**config.mk**
```make
export PLATFORM = sky130hd
export DESIGN_NAME = fifo
export DESIGN_NICKNAME = d
export VERILOG_FILES = /design/src/rtl/fifo_pkg.sv /design/src/rtl/fifo_mem.sv /design/src/rtl/fifo.sv
export SDC_FILE = /design/constraint.sdc
export NUM_CORES = 1
export LEC_CHECK = 0
export ABC_AREA = 1
export CORE_UTILIZATION = 44
export CTS_BUF_LIST = sky130_fd_sc_hd__clkbuf_4 sky130_fd_sc_hd__clkbuf_8 sky130_fd_sc_hd__clkbuf_16
export DETAILED_ROUTE_END_ITERATION = 6
export PLACE_DENSITY = 0.71
export SLEW_MARGIN = 25
export SYNTH_ARGS = -nofsm -noshare
export SYNTH_HDL_FRONTEND = slang
export SYNTH_HIERARCHICAL = 1
export SYNTH_SLANG_ARGS = --single-unit
export TNS_END_PERCENT = 100
```
**constraint.sdc**
```tcl
create_clock -name clk -period 1.6 [get_ports clk]
set_input_delay 0.4 -clock clk [delete_from_list [all_inputs] [get_ports clk]]
set_output_delay 0.4 -clock clk [all_outputs]
set_load 0.01 [all_outputs]
```
**src/rtl/fifo_pkg.sv**
```systemverilog
// Shared FIFO constants and the pointer-width helper.
package fifo_pkg;

    localparam int FIFO_DEFAULT_DATA_WIDTH = 4;
    localparam int FIFO_DEFAULT_DEPTH      = 8;

    // One extra pointer bit tells a full FIFO apart from an empty one.
    function automatic int fifo_ptr_width(input int depth);
        return $clog2(depth) + 1;
    endfunction

endpackage

```
**src/rtl/fifo_mem.sv**
```systemverilog
// FIFO storage: one synchronous write port and a registered read port.
module fifo_mem
    import fifo_pkg::*;
#(
    parameter int DATA_WIDTH = FIFO_DEFAULT_DATA_WIDTH,
    parameter int DEPTH      = FIFO_DEFAULT_DEPTH,
    parameter int ADDR_W     = $clog2(DEPTH)
) (
    input  logic                  clk,
    input  logic                  reset,
    input  logic                  wr_en,
    input  logic [ADDR_W-1:0]     wr_addr,
    input  logic [DATA_WIDTH-1:0] wr_data,
    input  logic                  rd_en,
    input  logic [ADDR_W-1:0]     rd_addr,
    output logic [DATA_WIDTH-1:0] rd_data
);

    logic [DATA_WIDTH-1:0] mem_r [DEPTH];

    // Storage write; contents are intentionally left alone by reset.
    always_ff @(posedge clk) begin
        if (wr_en) begin
            mem_r[wr_addr] <= wr_data;
        end
    end

    // Read register: loads the addressed word on an accepted pop, holds otherwise.
    always_ff @(posedge clk) begin
        if (reset) begin
            rd_data <= {DATA_WIDTH{1'b0}};
        end else if (rd_en) begin
            rd_data <= mem_r[rd_addr];
        end
    end

endmodule

```
**src/rtl/fifo.sv**
```systemverilog
// Synchronous FIFO: pointer, flag and control logic around fifo_mem.
// Optional sticky overflow/underflow outputs are enabled by FIFO_ERR_FLAGS_EN.
module fifo
    import fifo_pkg::*;
#(
    parameter int DATA_WIDTH = FIFO_DEFAULT_DATA_WIDTH,
    parameter int DEPTH      = FIFO_DEFAULT_DEPTH
) (
    input  logic                  clk,
    input  logic                  reset,
    input  logic                  push,
    input  logic                  pop,
    input  logic [DATA_WIDTH-1:0] data_in,
    output logic [DATA_WIDTH-1:0] data_out,
    output logic                  fifo_full,
    output logic                  fifo_empty
`ifdef FIFO_ERR_FLAGS_EN
    ,
    output logic                  overflow,
    output logic                  underflow
`endif
);

    localparam int PTR_W  = fifo_ptr_width(DEPTH);
    localparam int ADDR_W = PTR_W - 1;
    localparam logic [PTR_W-1:0] PTR_ONE = {{(PTR_W-1){1'b0}}, 1'b1};

    logic [PTR_W-1:0] wr_ptr_r;
    logic [PTR_W-1:0] rd_ptr_r;
    logic [PTR_W-1:0] wr_ptr_nxt_s;
    logic [PTR_W-1:0] rd_ptr_nxt_s;
    logic             push_ok_s;
    logic             pop_ok_s;
    logic             full_nxt_s;
    logic             empty_nxt_s;

    // When full, a simultaneous pop frees the slot the push then reuses.
    assign push_ok_s = push && (!fifo_full || pop);
    assign pop_ok_s  = pop && !fifo_empty;

    // Next-pointer computation and the full/empty decode of the next state.
    always_comb begin
        wr_ptr_nxt_s = wr_ptr_r;
        rd_ptr_nxt_s = rd_ptr_r;
        if (push_ok_s) begin
            wr_ptr_nxt_s = wr_ptr_r + PTR_ONE;
        end else begin
            wr_ptr_nxt_s = wr_ptr_r;
        end
        if (pop_ok_s) begin
            rd_ptr_nxt_s = rd_ptr_r + PTR_ONE;
        end else begin
            rd_ptr_nxt_s = rd_ptr_r;
        end
        empty_nxt_s = (wr_ptr_nxt_s == rd_ptr_nxt_s);
        full_nxt_s  = (wr_ptr_nxt_s[ADDR_W-1:0] == rd_ptr_nxt_s[ADDR_W-1:0]) &&
                      (wr_ptr_nxt_s[PTR_W-1] != rd_ptr_nxt_s[PTR_W-1]);
    end

    // Pointer and flag registers.
    always_ff @(posedge clk) begin
        if (reset) begin
            wr_ptr_r   <= {PTR_W{1'b0}};
            rd_ptr_r   <= {PTR_W{1'b0}};
            fifo_empty <= 1'b1;
            fifo_full  <= 1'b0;
        end else begin
            wr_ptr_r   <= wr_ptr_nxt_s;
            rd_ptr_r   <= rd_ptr_nxt_s;
            fifo_empty <= empty_nxt_s;
            fifo_full  <= full_nxt_s;
        end
    end

`ifdef FIFO_ERR_FLAGS_EN
    // Sticky error flags, cleared only by reset.
    always_ff @(posedge clk) begin
        if (reset) begin
            overflow  <= 1'b0;
            underflow <= 1'b0;
        end else begin
            overflow  <= overflow  || (push && !push_ok_s);
            underflow <= underflow || (pop && !pop_ok_s);
        end
    end
`endif

    fifo_mem #(
        .DATA_WIDTH (DATA_WIDTH),
        .DEPTH      (DEPTH),
        .ADDR_W     (ADDR_W)
    ) u_mem (
        .clk     (clk),
        .reset   (reset),
        .wr_en   (push_ok_s),
        .wr_addr (wr_ptr_r[ADDR_W-1:0]),
        .wr_data (data_in),
        .rd_en   (pop_ok_s),
        .rd_addr (rd_ptr_r[ADDR_W-1:0]),
        .rd_data (data_out)
    );

endmodule

```
# Word level (Yosys, flattened, before mapping)
# Memories as Yosys holds them, arrays and structs flattened. A register that Yosys moved wholly into a read port is not among the register bits.
# Cells that the tools add are included.
[totals]
ff_bits = 10
ramBits = 32
in_bits = 8
output_inout_bits = 6
wordCells = 20
n_memories = 1
[op_classes]
addsub = 2
eq_ne = 3
muxes = 4
reduce_logical = 6
[mem_list]
columns = ["memory", "depth", "word_bits", "read_ports", "rd_ports_with_merged_regs", "write_ports", "line_no", "rtl"]
rows = [
  ["u_mem.mem_r", 8, 4, 1, 1, 1, "fifo_mem.sv:19", "logic [DATA_WIDTH-1:0] mem_r [DEPTH];"],
]
[op_table]
columns = ["cell", "count"]
rows = [
  ["$add 4x1->4 const B", 2],
  ["$mux 4", 2],
  ["$eq 4x4->1", 1],
  ["$eq 3x3->1", 1],
  ["$logic_and 1x1->1", 3],
  ["$logic_not 1->1", 2],
  ["$mux 1", 2],
  ["$logic_or 1x1->1", 1],
  ["$ne 1x1->1", 1],
]

# Longest topological paths before layout
# Gate-level depths: netlist of run 1.
[depth]
depth_word = 6
depth_mapped = 11
ltp_nobuf = 11

# Cells and area by module
# Netlist of run 1, hierarchy kept.
[by_module_without_submodules]
columns = ["mod", "instances", "cells_per_inst", "area_per_inst_um2", "seq_area_each_um2"]
rows = [
  ["fifo_mem", 1, 161, 1581.5, 1041.0],
  ["fifo", 1, 93, 595.6, 200.2],
]

# Worst setup path after synthesis of run 1
# No wires, ideal clock.
[synth_timing]
path_type = "input to register"
start = "in pop"
end = "mem u_mem/mem_r[1][0] (netlist name) (enable)"
setup_ns = 0.329
arrival_ns = 0.946
required_ns = 1.271
slack_ns = 0.325
cell_stages = 6
path_buffers = 0
cell_sequence = "inv_2 -> nand2_4 -> nand2_4 -> inv_4 -> nand2_1 -> nor2_1"
[synth_between]
elab_chain_cells = 4
[synth_lines]
columns = ["element", "line_no", "rtl"]
rows = [
  ["start, declared", "fifo.sv:12", "input logic pop,"],
  ["$logic_or 1x1->1", "fifo.sv:38", "assign push_ok_s = push && (!fifo_full || pop);"],
  ["$logic_and 1x1->1", "fifo.sv:38", ""],
  ["named net push_ok_s", "fifo.sv:32", "logic push_ok_s;"],
  ["$mux 1", "fifo_mem.sv:23", "if (wr_en) begin"],
  ["$mux 1 (implied by the code)", "fifo_mem.sv:24", "mem_r[wr_addr] <= wr_data;"],
  ["end, declared", "fifo_mem.sv:19", ""],
]
# The timed path passes the listed nets, and every way through them passes these cells.

# Final worst setup path of run 1
[layout_timing]
start = "reg u_mem.rd_data[0], read port of u_mem.mem_r"
end = "out data_out[0]"
[layout_lines]
columns = ["element", "line_no", "rtl"]
rows = [
  ["start, declared", "fifo_mem.sv:16", "output logic [DATA_WIDTH-1:0] rd_data"],
  ["end, declared", "fifo.sv:14", "output logic [DATA_WIDTH-1:0] data_out,"],
]
# No word-level cell between the ends.

==> impl_metrics.toml, run 1 <==
[timing]
hold_violations = 0
holdWs_ns = 0.5260
tightest_slew_ns = 0.3272
slew_viol_final = 0
finClkSkew_ns = 0.005348
post-route-min-period_ns = 1.552
setup_slack_ns = 0.04845
slew_headroom_pct = 78.12
fmax_ghz = 0.6445
setup_viol = 0
timing.final.crit_share_pct = 96.97
rsz0062_at_grt = "no"

[yosys]
syn_nets = 264
yosysWarnings = 6
yosysSeqAreaShare_pct = 57.01
synth.cell_area_sq_um = 2177
syn_inst = 254
avgSynthCellArea_sq_um = 8.571
synth_seq_cells = 46
synth_cell_types = 23

[drt]
routed_via_density = 4.568
drc = 0
first_iter_violations = 161
wl_per_cell_microns = 11.33
ant_nets = 0
vias = 1640
wl_mm = 4.067
dr.pass1.iters = 4

[clocking]
cts_tree = "yes"
clock_sinks = 46
clk_pin_slew_ns = 0.08
cts_setup_buffers = 0
cts_root_buffer = "clkbuf_8"
numCtsBuffers = 5
cts_max_level = 2
clk_latency_ns = 0.29
ctsLongestPathBuffers = 2

[pwr]
total_power_mw = 2.543
p_leak_nw = 1.256
irDropWorstVdd_mv = 0.4667
powerDensity_nw_per_um2 = 962.2

[floorplanning]
fp.coreArea_sq_um = 4755
fp-row-count = 25
die_h_microns = 72.34
dieArea_sq_um = 5233
pin_count = 14
initial_utilization_pct = 45.79
die_w_microns = 72.34

[final_layout]
final_cell_mix = "nand2_1 (72), inv_1 (51), nand3_1 (36)"
areaGrowthSynthToFinish_pct = 21.38
drive_above_1_share_pct = 16.44
antennaDiodeCount = 0
final_common_cell = "nand2_1"
post-route-util_pct = 55.58
final_nets = 301
final_cells = 359

[worst_setup_path]
critPathCaptureType = "output port"
cp_data_required_time_ns = 1.20
path_cells = "clkdlybuf4s50_1"
start_kind = "register"
path_class = "register to output port"
cp_num_buf_inv = 1
max_stage_delay_ns = 0.53
critPathTopFamily = "buffers and inverters"
worstPathArrival_ns = 1.15
crit_slowest_cell = "clkdlybuf4s50_1"
crit_fanout = 2

[placed_design]
portBuffers = 13
pre_cts_ws_ns = -0.2552
place_inst = 351
hpwl_mm = 2.944
place_congestion = 0.8404

[global_routing]
gr-total-overflow = 0
grt_max_degree = 21
grt_pass1_vias = 1528
grt_use_total_pct = 17.45
grt_pass1_wl_mm = 6.865
grt_antenna_before_repair = 0

[status]
status = "completed"

[min_path]
min_path_type = "register to register"

[flow_run]
cap_violations = 0
==> sequential cells by signal (all words and copies together) (netlist names) <==
| signal | count |
|---|---|
| fifo_empty | 1 |
| fifo_full | 1 |
| rd_ptr_r | 4 |
| u_mem/mem_r | 32 |
| u_mem/rd_data | 4 |
| wr_ptr_r | 4 |
==> routing by layer <==
metal	track usage, %	up-vias	wire [microns]
met1	22.75	733	1919
li1	-	864	-
met2	29.18	41	1973
met3	3.750	2	150
met5	0	-	0
met4	5.229	0	23
==> kinds of logic after synthesis <==
kind of cell    after synthesis  share of synthesized area (%)
compound gates               12                          3.046
fa+ha+maj                     2                          1.149
buf+inv                      60                          11.49
flops                        46                          57.01
simple gates                134                          27.30
==> worst paths after layout <==
path	slack [ns]	start	to	cells after the start
min	0.53	u_mem/rd_data[1]$_SDFFE_PP0P_	u_mem/rd_data[1]$_SDFFE_PP0P_	2
max	0.05	u_mem/rd_data[0]$_SDFFE_PP0P_	data_out[0]	1
max reg2reg	0.22	rd_ptr_r[0]$_SDFF_PP0_	fifo_empty$_SDFF_PP1_	8
min reg2reg	0.53	u_mem/rd_data[1]$_SDFFE_PP0P_	u_mem/rd_data[1]$_SDFFE_PP0P_	2
==> synth_stat cells, drive strengths merged <==
| master | n | area (sq um) |
|---|---|---|
| edfxtp | 32 | 960.9 |
| a21oi | 7 | 38.79 |
| dfxtp | 14 | 280.3 |
| nand3 | 37 | 190.2 |
| nand2 | 79 | 321.5 |
| buf | 5 | 38.78 |
| o21ai | 4 | 20.02 |
| ha | 2 | 25.02 |
| o21bai | 1 | 7.510 |
| nor2 | 17 | 76.32 |
| nand4 | 1 | 6.260 |
| inv | 55 | 211.5 |
==> power breakdown <==
part | internal [mW] | switching, mW
combinational | 0.149 | 0.214
sequential | 1.31 | 0.0235
clock | 0.468 | 0.376
==> area by class of cell <==
class | count | area, sq um
Inverter | 55 | 211.5
Multi-Input combinational cell | 148 | 688.2
Fill cell | 410 | 2112
Clock inverter | 3 | 43.79
Sequential cell | 46 | 1244
Timing Repair Buffer | 35 | 302.8
Tap cell | 67 | 83.83
Clock buffer | 5 | 68.82
==> stage by stage <==
stage	TNS, ns	cell area (sq um)
6_report	0	2643
5_1_grt	0	2643
4_1_cts	0	2630
3_5_place_dp	-7.432	2517
3_3_place_gp	-6.716	2517
2_1_floorplan	0	2177
==> worst min-delay path: stages (launching register included) <==
cell	delay, ns
dfxtp_1	0.32
o21ai_0	0.07
a21oi_1	0.10
==> timing repair <==
item                                   CTS  global route
hold buffers                             0             0
gates resized for setup                  4             5
pin swaps                                0             1
cloned                                   0             0
setup endpoints to repair                2             9
endpoints found under the hold margin    0             0
Power figures use the tool's default switching activity.
==> inputs of run 2 (changes only) <==
--- a/config.mk
+++ b/config.mk
@@ -6,10 +6,9 @@
 export NUM_CORES = 1
 export LEC_CHECK = 0
 export ABC_AREA = 1
-export CORE_UTILIZATION = 44
+export CORE_UTILIZATION = 36
 export CTS_BUF_LIST = sky130_fd_sc_hd__clkbuf_4 sky130_fd_sc_hd__clkbuf_8 sky130_fd_sc_hd__clkbuf_16
 export DETAILED_ROUTE_END_ITERATION = 6
-export PLACE_DENSITY = 0.71
 export SLEW_MARGIN = 25
 export SYNTH_ARGS = -nofsm -noshare
 export SYNTH_HDL_FRONTEND = slang
==> run 2 against run 1 <==
Against the previous run:
- first-iteration DRC count shrank 43%
- highest routed layer unchanged
- critical path type unchanged
- count of clock-buffer cells in the layout unchanged
- critical endpoint is now data_out[1]
- combinational power decreased by 2%
- sequential share of layout area down 0.44 points
- core utilization shrank 8.6 points
- non-clock buffer count did not move
- fmax shrank 0.14%
- die area is 22% higher
- largest cell class unchanged
- flip-flop and latch count is the same
- setup slack worse by 0.0022 ns
- clock skew is 0.0026 ns higher
==> impl_metrics.toml, run 2 (synthesis results as in run 1) <==
[drt]
first_iter_violations = 92
routed_via_density = 4.434
wl_per_cell_microns = 11.38
vias = 1614
dr.pass1.iters = 4
ant_nets = 0
drc = 0
wl_mm = 4.142

[placed_design]
place_inst = 356
place_congestion = 0.7849
hpwl_mm = 3.061
placed_area_sq_um = 2524
portBuffers = 13
pre_cts_ws_ns = -0.2482

[floorplanning]
die_h_microns = 79.77
pin_count = 14
fp-row-count = 27
die_w_microns = 79.77
dieArea_sq_um = 6362
initial_utilization_pct = 38.36
fp.coreArea_sq_um = 5675

[status]
status = "completed"

[final_layout]
largest_reg_flops = 32
num-fill-cells = 536
regMostFlops = "u_mem/mem_r"
post-route-util_pct = 46.96
final_cell_mix = "nand2_1 (73), inv_1 (51), nand3_1 (36)"
areaGrowthSynthToFinish_pct = 22.41
drive_above_1_share_pct = 15.75
antennaDiodeCount = 0
final_area_sq_um = 2665
final_cells = 364
final_common_cell = "nand2_1"
final_nets = 301

[worst_setup_path]
crit_fanout = 2
worstPathArrival_ns = 1.15
r2r_slack_ns = 0.24
rr_worst_depth = 11
crit_slowest_cell = "clkdlybuf4s50_1"
start_kind = "register"
regToRegStartpoint = "wr_ptr_r[1]$_SDFF_PP0_"
cp_data_required_time_ns = 1.20
critPathCaptureType = "output port"
path_class = "register to output port"
critPathTopFamily = "buffers and inverters"
path_depth = 1
cp_num_buf_inv = 1
r2r_end = "fifo_full$_SDFF_PP0_"
max_stage_delay_ns = 0.53
path_cells = "clkdlybuf4s50_1"

[global_routing]
grt_pass1_vias = 1475
grt_use_total_pct = 14.97
grt_pass1_wl_mm = 6.969
grt_antenna_before_repair = 0
gr-total-overflow = 0
grt_max_degree = 17

[timing]
hold_violations = 0
post-route-min-period_ns = 1.554
slew_viol_final = 0
tightest_slew_ns = 0.3653
setup_slack_ns = 0.04627
holdWs_ns = 0.5320
timing.final.crit_share_pct = 97.11
setup_viol = 0
fin_setup_tns_ns = 0
finClkSkew_ns = 0.007914
slew_headroom_pct = 75.57
fmax_ghz = 0.6436

[min_path]
min_path_type = "register to register"
min_from = "u_mem/rd_data[1]$_SDFFE_PP0P_"
hold_depth = 2
holdPathEnd = "u_mem/rd_data[1]$_SDFFE_PP0P_"

[clocking]
numCtsBuffers = 5
clk_pin_slew_ns = 0.08
clk_latency_ns = 0.30
ctsLongestPathBuffers = 2
cts_hold_buf = 0
cts_max_level = 2
cts_tree = "yes"
clock_sinks = 46
cts_root_buffer = "clkbuf_8"
cts_setup_buffers = 0

[pwr]
p_int_mw = 2.078
power_switching_mw = 0.6148
total_power_mw = 2.693
p_leak_nw = 1.257
clockPowerShare_pct = 37.1
powerDensity_nw_per_um2 = 1010
irDropWorstVdd_mv = 0.4327
p_sw_share_pct = 22.83
pwr-share-seq_pct = 49.7
p_comb_share_pct = 13.2

[flow_run]
cap_violations = 0
## run 2: worst max-delay path by stage
stage | startpoint | endpoint | slack [ns]
6_report | u_mem/rd_data[1]$_SDFFE_PP0P_ | data_out[1] | 0.05
3_5_place_dp | pop | u_mem/mem_r[0][2]$_DFFE_PP_ | -0.25
5_1_grt | pop | u_mem/mem_r[0][0]$_DFFE_PP_ | -0.0007
3_3_place_gp | pop | u_mem/mem_r[6][1]$_DFFE_PP_ | -0.26
4_1_cts | u_mem/rd_data[2]$_SDFFE_PP0P_ | data_out[2] | 0.02
2_1_floorplan | pop | u_mem/mem_r[1][0]$_DFFE_PP_ | 0.32
## run 2: routing by layer
layer / vias up / wire length (microns) / track usage [%]
li1: 870 / - / -
met1: 711 / 2015 / 19.51
met2: 27 / 1871 / 23.50
met3: 6 / 168 / 3.086
met4: 0 / 86 / 7.500
met5: - / 0 / 0
## run 2: power groups by stage
stage / registers (mW) / logic, mW / clock network (mW)
after floorplan: 1.37 / 0.215 / 0
after global placement: 1.37 / 0.361 / 0
after detailed placement: 1.37 / 0.361 / 0
after CTS: 1.34 / 0.360 / 1.02
after global routing: 1.34 / 0.406 / 1.06
final: 1.34 / 0.355 / 0.999
## run 2: layout make-up
| cell class | instances | area, sq um | share of cell area (%) |
|---|---|---|---|
| Sequential cell | 46 | 1242 | 46.62 |
| Multi-Input combinational cell | 148 | 688.2 | 25.82 |
| Timing Repair Buffer | 35 | 300.3 | 11.27 |
| Inverter | 55 | 211.5 | 7.934 |
| Tap cell | 72 | 90.09 | 3.380 |
| Clock buffer | 5 | 68.82 | 2.582 |
| Clock inverter | 3 | 63.81 | 2.394 |
## run 2: timing repair
action / in CTS / in global routing
setup endpoints to repair: 2 / 11
resized for setup: 3 / 4
pin swaps: 0 / 1
==> RTL edit 1: new RTL, flow settings as in run 1 <==
Change the package constant `FIFO_DEFAULT_DATA_WIDTH` from 4 to 6.
--- a/src/rtl/fifo_pkg.sv
+++ b/src/rtl/fifo_pkg.sv
@@ -2,5 +2,5 @@
 package fifo_pkg;
 
-    localparam int FIFO_DEFAULT_DATA_WIDTH = 4;
+    localparam int FIFO_DEFAULT_DATA_WIDTH = 6;
     localparam int FIFO_DEFAULT_DEPTH      = 8;
 
Interface: changed (resized data_in and data_out); port bits go from 14 to 18. No check against the original RTL was run, so the function may have changed too.
==> RTL edit 1 against run 1 <==
Core utilization decreased by 0.19 points; power increased by 45%; worst setup slack improved by 5.9 ps; clock power increased by 58%; final area increased by 34%; wire length increased by 41%; register-to-register slack got worse by 20 ps; sequential share of layout area increased by 2.8 points; synthesized area increased by 35%; sequential cell count increased by 18; critical path type is now in2reg; largest cell class unchanged; largest power group unchanged.
==> RTL edit 1: results <==
{
  "postSynthAreaPerCell_um2": 9.03,
  "synth_nets": 338,
  "yosysWarnings": 6,
  "wl_per_cell_um": 12.7,
  "synth_xor_area_share_pct": 0,
  "grt_pass1_wl_mm": 9.58,
  "ir_drop_mv": 0.533,
  "final_cells": 453,
  "seq_area_frac_synth_pct": 59.9,
  "dr.first_iter.drc_count": 130,
  "htreeDepth": 3,
  "clk_pin_slew_ps": 60,
  "insertion_delay_ps": 330,
  "async_reset_ff_share_pct": 0,
  "startpoint": "pop",
  "crit_arrival_ps": 1580,
  "status": "finished, final reports clean",
  "layout-drive-gt1-share_pct": 16.0,
  "crit_slowest_cell": "clkdlybuf4s50_1",
  "synth_compound_area_share_pct": 3.57,
  "dp_hpwl_mm": 4.08,
  "dr.pass1.iters": 4,
  "place_congestion": 0.798,
  "grt_pass1_vias": 1991,
  "diodes": 0,
  "min_from": "u_mem/rd_data[2]",
  "synth_commonest_cells": "93 x nand2_1, 67 x inv_1, 48 x edfxtp_1, 48 x nand3_1, 16 x dfxtp_1",
  "numCtsBuffers": 9,
  "leakagePower_nw": 1.65,
  "fin_skew_ps": 7.73,
  "worstMarginPinSlew_ps": 376,
  "cp_max_fo": 6,
  "nets": 383,
  "cts-root-buf": "clkbuf_8",
  "grt_max_degree": 25,
  "synth.area.mux_share_pct": 0,
  "port_buffers": 17,
  "hold_path_class": "reg2reg",
  "synth-edff-count": 48,
  "dpl_cell_area_um2": 3340,
  "dp.cells": 437,
  "synth.distinct_cells": 22,
  "synth_area_leaders": "edfxtp_1 49%, nand2_1 12%, dfxtp_1 11%, inv_1 8.5%, nand3_1 8.2%",
  "antenna_found_initial": 0,
  "vias_per_cell": 4.66,
  "rr_startpoint": "rd_ptr_r[0]",
  "slowest_delay_ps": 490,
  "crit_family": "buffers and inverters",
  "p_sw_mw": 0.893,
  "synth_fa_ha_area_share_pct": 0.850,
  "track_usage_pct": 18.0
}
-- RTL edit 1: layer usage --
layer,GRT usage [%],up-vias,part of all wire [%]
li1,-,1116,-
met1,24.1,956,49
met2,28.5,35,47
met3,5.14,2,3.7
met4,5.70,0,0.63
met5,0,-,0
-- RTL edit 1: power by group through the flow --
stage | sequential, mW | clock (mW) | combinational [mW]
3_3_place_gp | 1.91 | 0 | 0.474
6_report | 1.87 | 1.33 | 0.472
3_5_place_dp | 1.91 | 0 | 0.480
4_1_cts | 1.87 | 1.37 | 0.475
2_1_floorplan | 1.91 | 0 | 0.282
5_1_grt | 1.88 | 1.43 | 0.526
-- RTL edit 1: path summary, 6_finish.rpt --
path                            slack, ps           endpoint  cells past startpoint
worst max-delay path                   50  u_mem/mem_r[5][1]                      8
worst min-delay path                  530   u_mem/rd_data[2]                      2
worst max register to register        200         fifo_empty                      8
worst min register to register        530   u_mem/rd_data[2]                      2
-- RTL edit 1: final cells by class --
class                           count  area [µm²]
Multi-Input combinational cell    182         847
Fill cell                         550        2850
Inverter                           71         272
Timing Repair Buffer               43         367
Clock inverter                      4        46.3
Tap cell                           77        96.3
Sequential cell                    64        1760
Clock buffer                       12         146
-- RTL edit 1: metrics by stage --
stage,util (%),setup slack [ps],TNS [ps]
floorplan,-,221,0
global placement,52.3,-254,-12300
detailed placement,52.3,-277,-13200
CTS,55.3,4.91,0
global route,55.4,5.38,0
finish,55.4,54.3,0
-- RTL edit 1: timing repair --
item                       CTS  global route
pin swaps                    0             0
setup endpoints to repair    5             3
resized for setup            6             3
-- RTL edit 1: cell families (layout without fill, tap and decap cells) --
group,Yosys count,count (layout)
flops,64,64
compound gates,16,16
fa+ha+maj,2,2
buf+inv,80,130
simple gates,164,164
==> RTL edit 2: new RTL, config.mk and constraints of run 1 <==
Without the edit above. Build with the macro `FIFO_ERR_FLAGS_EN` defined.
--- a/src/rtl/fifo.sv
+++ b/src/rtl/fifo.sv
@@ -1,4 +1,6 @@
 // Synchronous FIFO: pointer, flag and control logic around fifo_mem.
 // Optional sticky overflow/underflow outputs are enabled by FIFO_ERR_FLAGS_EN.
+`define FIFO_ERR_FLAGS_EN
+
 module fifo
     import fifo_pkg::*;
Formal check against the unedited RTL (old outputs only; new: overflow and underflow): equivalent (equiv_simple and equiv_induct, registers matched by name and starting in step).
==> RTL edit 2 against run 1 <==
Critical path type unchanged; largest power group unchanged; synthesized area rose by 3.0%; sequential power rose by 4%; via count rose by 4.8%; final area increased by 2.6%; combinational power is 5.8% higher; first-iteration DRC count grew 15%; core utilization up 0.71 points; highest routed layer unchanged; sequential cell count increased by 2; power decreased by 1.9%; maximum frequency down 0.23%; sequential share of layout area rose by 0.28 points; wire length increased by 7.8%; worst setup slack got worse by 3.7 ps.
==> RTL edit 2: results <==
{
  "route.met2.wl_mm": 2.12,
  "dp.cells": 362,
  "synth_fa_ha_area_share_pct": 1.12,
  "sw_frac_of_total_pct": 25.1,
  "use_met1_pct": 24.3,
  "synth.area.mux_share_pct": 0,
  "met2_usage_pct": 29.5,
  "vias": 1718,
  "syn_inst": 264,
  "port_buffers": 15,
  "startpoint": "u_mem/rd_data[3]",
  "final.fill_count": 453,
  "dr.first_iter.drc_count": 185,
  "leakagePower_nw": 1.27,
  "grt_pass1_vias": 1640,
  "synth_commonest_cells": "70 x nand2_1, 55 x inv_1, 37 x nand3_1, 32 x edfxtp_1, 19 x nor2_1",
  "rr_startpoint": "wr_ptr_r[1]",
  "cp_max_fo": 2,
  "track_usage_pct": 18.6,
  "wl_met3_um": 176,
  "slowest_delay_ps": 540,
  "grt_max_degree": 18,
  "min_from": "overflow",
  "seq_area_frac_synth_pct": 57.1,
  "gr-usage-met3_pct": 4.39,
  "place_congestion": 0.802,
  "clk_path_buf_depth": 2,
  "fin_skew_ps": 5.30,
  "wl_mm": 4.38,
  "status": "finished, final reports clean",
  "synth_nets": 274,
  "dp_hpwl_mm": 3.22,
  "largest_register_ffs": 32,
  "nets": 312,
  "synth_area_leaders": "edfxtp_1 43%, dfxtp_1 14%, nand2_1 12%, inv_1 9.2%, nand3_1 8.3%",
  "ir_drop_mv": 0.748,
  "grt_pass1_wl_mm": 7.42,
  "layout-drive-gt1-share_pct": 14.9,
  "slew_headroom_pct": 77.5,
  "vias_per_cell": 4.64,
  "dr.pass1.iters": 4,
  "synth.distinct_cells": 21,
  "synth_compound_area_share_pct": 3.29
}
[RTL edit 2: area by class of cell]
type                    count  area share [%]
clock buffers               7            3.09
clock inverters             1           0.138
inverters                  58            8.21
multi-input cells         153            26.1
flip-flops and latches     48            47.3
well taps                  67            3.09
repair buffers             36            12.0
[RTL edit 2: what timing repair did]
action                     4_1_cts  5_1_grt
setup endpoints to repair        2       12
gates resized for setup          4        5
setup buffers                    0        0
[RTL edit 2: cell families after synthesis]
group | Yosys count
DFF | 48
buffers and inverters | 63
adders and majority gates | 2
and+or+nand+nor | 137
AOI/OAI and AO/OA | 14
[RTL edit 2: stage by stage]
stage / instance area, µm² / power (mW) / util (%) / worst slack, ps / hold WS (ps)
2_1_floorplan: 2240 / 1.65 / - / 314 / 474
3_3_place_gp: 2610 / 1.80 / 54.2 / -253 / 442
3_5_place_dp: 2610 / 1.81 / 54.2 / -295 / 448
4_1_cts: 2700 / 2.52 / 56.0 / 14.2 / 461
5_1_grt: 2710 / 2.61 / 56.3 / 2.02 / 475
6_report: 2710 / 2.49 / 56.3 / 44.8 / 453
[RTL edit 2: final timing paths]
check	endpoint	cells past startpoint	slack [ps]
max reg2reg	fifo_empty	9	240
max	data_out[3]	1	40
min reg2reg	overflow	2	450
min	overflow	2	450
[RTL edit 2: power groups by stage]
stage / logic (mW) / registers (mW) / clock network [mW]
after global placement: 0.379 / 1.42 / 0
after floorplan: 0.222 / 1.43 / 0
after detailed placement: 0.386 / 1.43 / 0
after global routing: 0.432 / 1.40 / 0.774
after CTS: 0.386 / 1.40 / 0.740
final: 0.383 / 1.40 / 0.714
